--- config.mk ---
export PLATFORM = sky130hd
export DESIGN_NAME = cl_dram_scrubber
export DESIGN_NICKNAME = d
export VERILOG_FILES = /design/src/rtl/cl_dram_scrubber.sv
export SDC_FILE = /design/constraint.sdc
export NUM_CORES = 1
export LEC_CHECK = 0
export CAP_MARGIN = 20
export CORE_AREA = 2 2 300 302
export CTS_CLUSTER_SIZE = 12
export DETAILED_ROUTE_END_ITERATION = 10
export DIE_AREA = 0 0 302 304
export PLACE_DENSITY_LB_ADDON = 0.2
export SYNTH_ARGS = -nofsm -noshare
export SYNTH_HDL_FRONTEND = slang
export SYNTH_SLANG_ARGS = --single-unit
--- constraint.sdc ---
create_clock -name clk -period 7.55 [get_ports clk]
set_input_delay 1.1325 -clock clk [delete_from_list [all_inputs] [get_ports clk]]
set_output_delay 1.1325 -clock clk [all_outputs]
set_load 0.01 [all_outputs]
--- src/rtl/cl_dram_scrubber.sv ---
// DRAM scrubber: zero-fills [ADDR_BASE, ADDR_BASE+MEM_SIZE) with full-width AXI write bursts,
// one burst in flight, stoppable and resumable at burst granularity via scrb_enable.
module cl_dram_scrubber #(
    parameter logic [63:0] ADDR_BASE = 64'h0,
    parameter logic [63:0] MEM_SIZE  = 64'h4_0000_0000,
    parameter int unsigned BURST_LEN = 64,
    parameter logic [15:0] AXI_ID    = 16'h0
) (
    input  logic         clk,
    input  logic         rst_n,
    input  logic         scrb_enable,
    output logic [63:0]  scrb_addr,
    output logic [2:0]   scrb_state,
    output logic         scrb_done,
    output logic         scrb_err,
    output logic [15:0]  awid,
    output logic [63:0]  awaddr,
    output logic [7:0]   awlen,
    output logic [2:0]   awsize,
    output logic         awvalid,
    input  logic         awready,
    output logic [15:0]  wid,
    output logic [511:0] wdata,
    output logic [63:0]  wstrb,
    output logic         wlast,
    output logic         wvalid,
    input  logic         wready,
    input  logic [15:0]  bid,
    input  logic [1:0]   bresp,
    input  logic         bvalid,
    output logic         bready
);

    typedef enum logic [2:0] {
        ST_IDLE = 3'd0,
        ST_AW   = 3'd1,
        ST_W    = 3'd2,
        ST_B    = 3'd3,
        ST_DONE = 3'd4
    } state_t;

    localparam logic [6:0]  LAST_BEAT   = 7'(BURST_LEN - 1);
    localparam logic [7:0]  AWLEN_VAL   = 8'(BURST_LEN - 1);
    localparam logic [63:0] BURST_BYTES = 64'(BURST_LEN) * 64'd64;
    localparam logic [63:0] END_ADDR    = ADDR_BASE + MEM_SIZE;

    state_t        state_r;
    logic [6:0]    beat_r;
    logic [63:0]   addr_r;
    logic [63:0]   awaddr_r;
    logic [15:0]   awid_r;
    logic [7:0]    awlen_r;
    logic [2:0]    awsize_r;
    logic          awvalid_r;
    logic [15:0]   wid_r;
    logic [63:0]   wstrb_r;
    logic          wlast_r;
    logic          wvalid_r;
    logic          bready_r;
    logic          done_r;
    logic          err_r;
    logic [63:0]   next_addr_s;
    logic          unused_s;

    assign next_addr_s = addr_r + BURST_BYTES;
    // Responses are accepted from any ID; only one burst is ever outstanding.
    assign unused_s    = ^bid;

    // Sweep FSM; every AXI output is a register so valids never follow readies combinationally.
    always_ff @(posedge clk or negedge rst_n) begin
        if (!rst_n) begin
            state_r   <= ST_IDLE;
            beat_r    <= 7'd0;
            addr_r    <= ADDR_BASE;
            awaddr_r  <= 64'd0;
            awid_r    <= 16'd0;
            awlen_r   <= 8'd0;
            awsize_r  <= 3'd0;
            awvalid_r <= 1'b0;
            wid_r     <= 16'd0;
            wstrb_r   <= 64'd0;
            wlast_r   <= 1'b0;
            wvalid_r  <= 1'b0;
            bready_r  <= 1'b0;
            done_r    <= 1'b0;
            err_r     <= 1'b0;
        end else begin
            case (state_r)
                ST_IDLE: begin
                    if (scrb_enable) begin
                        state_r   <= ST_AW;
                        err_r     <= 1'b0;
                        awvalid_r <= 1'b1;
                        awaddr_r  <= addr_r;
                        awid_r    <= AXI_ID;
                        awlen_r   <= AWLEN_VAL;
                        awsize_r  <= 3'd6;
                    end
                end
                ST_AW: begin
                    if (awready) begin
                        state_r   <= ST_W;
                        awvalid_r <= 1'b0;
                        beat_r    <= 7'd0;
                        wvalid_r  <= 1'b1;
                        wid_r     <= AXI_ID;
                        wstrb_r   <= {64{1'b1}};
                        wlast_r   <= (LAST_BEAT == 7'd0);
                    end
                end
                ST_W: begin
                    if (wready) begin
                        if (beat_r == LAST_BEAT) begin
                            state_r  <= ST_B;
                            wvalid_r <= 1'b0;
                            wlast_r  <= 1'b0;
                            bready_r <= 1'b1;
                        end else begin
                            beat_r  <= beat_r + 7'd1;
                            wlast_r <= ((beat_r + 7'd1) == LAST_BEAT);
                        end
                    end
                end
                ST_B: begin
                    if (bvalid) begin
                        bready_r <= 1'b0;
                        err_r    <= err_r | (bresp != 2'b00);
                        addr_r   <= next_addr_s;
                        // Enable is only sampled here, so a stop never truncates a burst.
                        if (next_addr_s == END_ADDR) begin
                            state_r <= ST_DONE;
                            done_r  <= 1'b1;
                        end else if (scrb_enable) begin
                            state_r   <= ST_AW;
                            awvalid_r <= 1'b1;
                            awaddr_r  <= next_addr_s;
                        end else begin
                            state_r <= ST_IDLE;
                        end
                    end
                end
                ST_DONE: begin
                    if (!scrb_enable) begin
                        state_r <= ST_IDLE;
                        done_r  <= 1'b0;
                        addr_r  <= ADDR_BASE;
                    end
                end
                default: begin
                    state_r   <= ST_IDLE;
                    awvalid_r <= 1'b0;
                    wvalid_r  <= 1'b0;
                    wlast_r   <= 1'b0;
                    bready_r  <= 1'b0;
                end
            endcase
        end
    end

    assign scrb_addr  = addr_r;
    assign scrb_state = state_r;
    assign scrb_done  = done_r;
    assign scrb_err   = err_r;
    assign awid       = awid_r;
    assign awaddr     = awaddr_r;
    assign awlen      = awlen_r;
    assign awsize     = awsize_r;
    assign awvalid    = awvalid_r;
    assign wid        = wid_r;
    assign wdata      = 512'd0;
    assign wstrb      = wstrb_r;
    assign wlast      = wlast_r;
    assign wvalid     = wvalid_r;
    assign bready     = bready_r;

endmodule

=== After elaboration in Yosys (flattened, before gate mapping) ===
Index checks and enable logic that the tools add are counted.

* Add/subtract/negate cells: 2
* Eq/ne operators: 17
* Multiplexer cells: 44
* Bitwise logic cells: 4
* Reductions and logical operators: 20

{| class="wikitable"
|+ Operators with widths
! cell !! number
|-
| $mux W64 || 6
|-
| $pmux W64 S2 || 2
|-
| $add A64 B13 Y64 const B || 1
|-
| $eq A64 B35 Y1 const B || 1
|-
| $mux W3 || 7
|-
| $mux W7 || 3
|-
| $ne A2 B2 Y1 const B || 10
|-
| $reduce_and A4 Y1 || 5
|-
| $mux W1 || 18
|-
| $pmux W3 S5 || 1
|-
| $eq A7 B6 Y1 const B || 2
|-
| $pmux W7 S2 || 1
|-
| $pmux W1 S3 || 3
|-
| $reduce_and A3 Y1 || 3
|-
| $reduce_bool A2 Y1 || 4
|-
| $add A7 B1 Y7 const B || 1
|-
| $eq A3 B2 Y1 const B || 2
|-
| $reduce_and A6 Y1 || 1
|-
| $reduce_or A3 Y1 || 2
|-
| $reduce_and A5 Y1 || 1
|-
| $pmux W1 S2 || 2
|-
| $pmux W1 S4 || 1
|-
| $reduce_and A2 Y1 || 2
|-
| $eq A3 B1 Y1 const B || 1
|-
| other kinds (5) || 7
|}

* Register bits: 147
* Input port bits: 24
* Word-level logic and storage cells: 100

=== Depth between registers and ports, before layout ===
* Depth after elaboration: 5
* Depth in mapped cells: 14
* Mapped depth without buffers: 10

=== Worst setup path before layout ===
OpenSTA, ideal clock, no wires.

* Kind: reg2reg
* Start: register addr_r[12], in the netlist scrb_addr[12]
* End: register awaddr_r[15], in the netlist awaddr[15]
* Setup time: 0.125 ns
* Data arrival time: 3.393 ns
* Required time: 7.425 ns
* Setup slack: 4.032 ns
* Cell stages (with the launch flop): 13
* Path through: dfrtp_1 > ha_1 > nand3_1 > or4_1 > nor4_1 > nand2_1 > nand2_1 > a211oi_1 > and4_1 > buf_4 > a21oi_4 > buf_6 > mux2_4

* Word-level cells in the longest chain between the ends: 5
* Elaborated cells between the ends (all ways): 8

{| class="wikitable"
|+ Ends and longest elaborated chain
! item !! RTL line !! RTL
|-
| start, declared || 49 || <nowiki>logic [63:0] addr_r;</nowiki>
|-
| start signal, assigned || 128 || <nowiki>addr_r <= next_addr_s;</nowiki>
|-
| $add A64 B13 Y64 (*) || 65 || <nowiki>assign next_addr_s = addr_r + BURST_BYTES;</nowiki>
|-
| parallel branches: the longest is 4 deep, another holds $eq A64 B35 Y1 || - ||
|-
| end signal, assigned || 94 || <nowiki>awaddr_r <= addr_r;</nowiki>
|-
| end signal, assigned || 136 || <nowiki>awaddr_r <= next_addr_s;</nowiki>
|-
| end, declared || 50 || <nowiki>logic [63:0] awaddr_r;</nowiki>
|}

Every way passes the cells marked *. The select of a mux whose other input is x is not followed.
A chain may end at the register's enable or synchronous reset.

=== Worst setup path in the final report ===
* Start: register addr_r[12], in the netlist scrb_addr[12]
* End: register awaddr_r[35], in the netlist awaddr[35]

The elaborated chain is that of the path after synthesis.

==> flow_metrics.tcl <==
set metrics [dict create \
    crit_type "reg -> reg" \
    path_common_cell "nand2_1" \
    crit_required_ns 7.88 \
    grt_first_pass_wirelength_mm 53.9 \
    async_flop_share_pct 100 \
    netlist_instances 1509 \
    postCtsSetupBuffers 0 \
    path_cells "ha_1, nand3_1, or4_1, nor4_1, nand2_1, nand2_1, a211oi_1, and4_1, a21oi_4, buf_4, mux2_4" \
    end_kind "register" \
    track_usage_pct 7.86 \
    ys_types 68 \
    finalNetCount 1614 \
    synth-edff-count 0 \
    ys_top_cells_by_area "buf_4 (38%), dfrtp_1 (24%), mux2_4 (5.8%), xnor2_1 (3.9%), o21ai_0 (3.3%)" \
    grt_pass1_vias 7413 \
    arrival_ns 5.25 \
    critPathBufInv 1 \
    wl_per_cell_um 13.9 \
    timing.setup.tns_ns 0 \
    fin_area_um2 13700 \
    cts_tree "built" \
    rsz0062_at_grt "false" \
    layout_commonest_cell "conb_1" \
    startpoint_type "register" \
    path_delay_family "simple AND/OR/NAND/NOR gates" \
    core.rowCount 110 \
    io_pins 780 \
    die_w_um 302 \
    finalClockSkew_ns 0.0145 \
    dpl_cell_area_um2 13100 \
    regToRegStartpoint "scrb_addr[12]" \
    dieArea_um2 91800 \
    grt-ovfl-total 0 \
    yosysSeqAreaShare_pct 24.1 \
    ant_nets 0 \
    cts_sinks 122 \
    holdCritPathClass "reg -> reg" \
    drc 0 \
    area_delta_synth_final_pct 8.44 \
    clk_pin_slew_ns 0.07 \
    powerDensity_nw_per_um2 169 \
    p_leak_nw 6.09 \
    cts-root-buf "clkbuf_16" \
    ir_drop_uv 167 \
    synth_ff_type "dfrtp_1" \
    finalCritPeriodShare_pct 65.1 \
    finalSetupViolCount 0 \
    status "completed" \
    detailed_place_hpwl_mm 29.4 \
    hold_violations 0 \
    viasPerCell 3.10 \
    startpoint "scrb_addr[12]" \
    drive_gt1_share_pct 7.25 \
    worstMarginPinSlew_ns 1.11 \
    diodes 0 \
    drtPass1Iterations 5 \
    postCtsResizedCells 0 \
    max_freq_mhz 203 \
    slew_headroom_pct 25.1 \
    antenna_found_initial 0 \
    ys_warn_count 0 \
    vias 8608 \
    crit_slowest_cell "nor4_1" \
    cts_buffers 17 \
    crit_fanout 29 \
    ys_ff_latch 122 \
    layout.cells.most_common_list "conb_1 (571), clkdlybuf4s50_1 (191), dfrtp_1 (121)" \
    wirelength_mm 38.5 \
    layout_min_cycle_time_ns 4.92 \
    gp_congestion 0.785 \
    core_area_um2 89000 \
    cts.path.max_buffers 2 \
    h-tree-depth 4 \
    synth_top_area_cell "buf_4" \
    min_from "awvalid" \
    synth.avg_cell_area_um2 8.39 \
    port-buffer-count 192 \
    cap_violations 0 \
    drt_iter0_drc 505 \
    cts_hold_buf 0 \
    die_h_um 304 \
    drv_slew 0 \
    grt_max_degree 69 \
    max_stage_delay_ns 0.74 \
    floorplan.initialDensity_pct 14.2 \
    clkLatencyLatePin_ns 0.46 \
    synth_top_area_share_pct 38.1 \
    syn_area_um2 12700 \
]
==> final cells by class <==
cell class,count,area (um^2)
repair buffers,205,2020
well taps,1176,1470
clock buffers,18,439
flip-flops and latches,122,3050
inverters,6,22.5
multi-input cells,1234,6570
fillers,10099,75300
clock inverters,14,149
==> stage by stage <==
stage | total power (W) | utilization (%) | setup WS [ns] | std cells | hold WS, ns
floorplan | 0.00146 | - | 4.03 | 2079 | 0.474
global placement | 0.00148 | 14.7 | 2.60 | 2743 | 0.473
detailed placement | 0.00149 | 14.7 | 2.61 | 2743 | 0.489
CTS | 0.00236 | 15.4 | 2.61 | 2775 | 0.517
global route | 0.00247 | 15.4 | 2.25 | 2775 | 0.525
finish | 0.00232 | 15.4 | 2.63 | 2775 | 0.501
==> worst reg2reg max path: stages, from the launching register on <==
cell      delay, ns
dfrtp_1        0.59
ha_1           0.36
nand3_1        0.39
or4_1          0.71
nor4_1         0.74
nand2_1        0.27
nand2_1        0.13
a211oi_1       0.10
and4_1         0.39
a21oi_4        0.21
buf_4          0.48
mux2_4         0.44
==> where the power goes <==
part,leakage (nW),switching (W),total [W],internal [W]
registers,1.67,0.0000605,0.000751,0.000690
clock network,0.278,0.000363,0.000857,0.000495
logic,4.14,0.000511,0.000714,0.000203
==> cell families (layout without fill, tap and decap cells) <==
family,after synthesis,in the layout,share of synthesized area [%]
AND/OR/NAND/NOR,358,358,14.5
buffers and inverters,723,243,41.0
flip-flops,122,122,24.1
other,1,571,0.0296
adder cells (fa/ha/maj),4,4,0.396
AO/OA/AOI/OAI,165,165,8.07
XOR/XNOR,83,83,5.75
multiplexers,53,53,6.14
==> routing by layer <==
metal | GRT usage [%] | wire, um | up-vias
li1 | - | - | 3970
met1 | 10.2 | 16900 | 4209
met2 | 12.6 | 18300 | 402
met3 | 2.27 | 2700 | 27
met4 | 2.01 | 590 | 0
met5 | 0 | 0 | -
==> path summary, 6_finish.rpt <==
kind,cells past startpoint,slack [ns],endpoint
worst max-delay path,11,2.63,awaddr[35]
worst min-delay path,1,0.50,awvalid
worst max register to register,11,2.63,awaddr[35]
worst min register to register,1,0.50,awvalid
max in group asynchronous,2,5.68,scrb_addr[59]
min in group asynchronous,1,0.68,awaddr[15]
==> Yosys cell counts, types with 16 or more instances <==
cell type    n
buf_4      642
dfrtp_1    122
nand2_1    102
nor2_1      85
o21ai_0     83
xnor2_1     57
mux2_4      49
clkbuf_1    47
nand3_1     30
nand4_1     30
xor2_1      26
o31ai_1     22
nor3_1      18
buf_2       17
a21oi_1     16
nor4_1      16
==> state kept, by name, summed over array words and instances, names as in the netlist <==
name / cells
scrb_err: 1
bready: 1
wvalid: 1
beat_r: 7
scrb_addr: 52
scrb_done: 1
awvalid: 1
awlen: 1
wstrb: 1
scrb_state: 3
awaddr: 52
wlast: 1
Power figures use the tool's default switching activity.
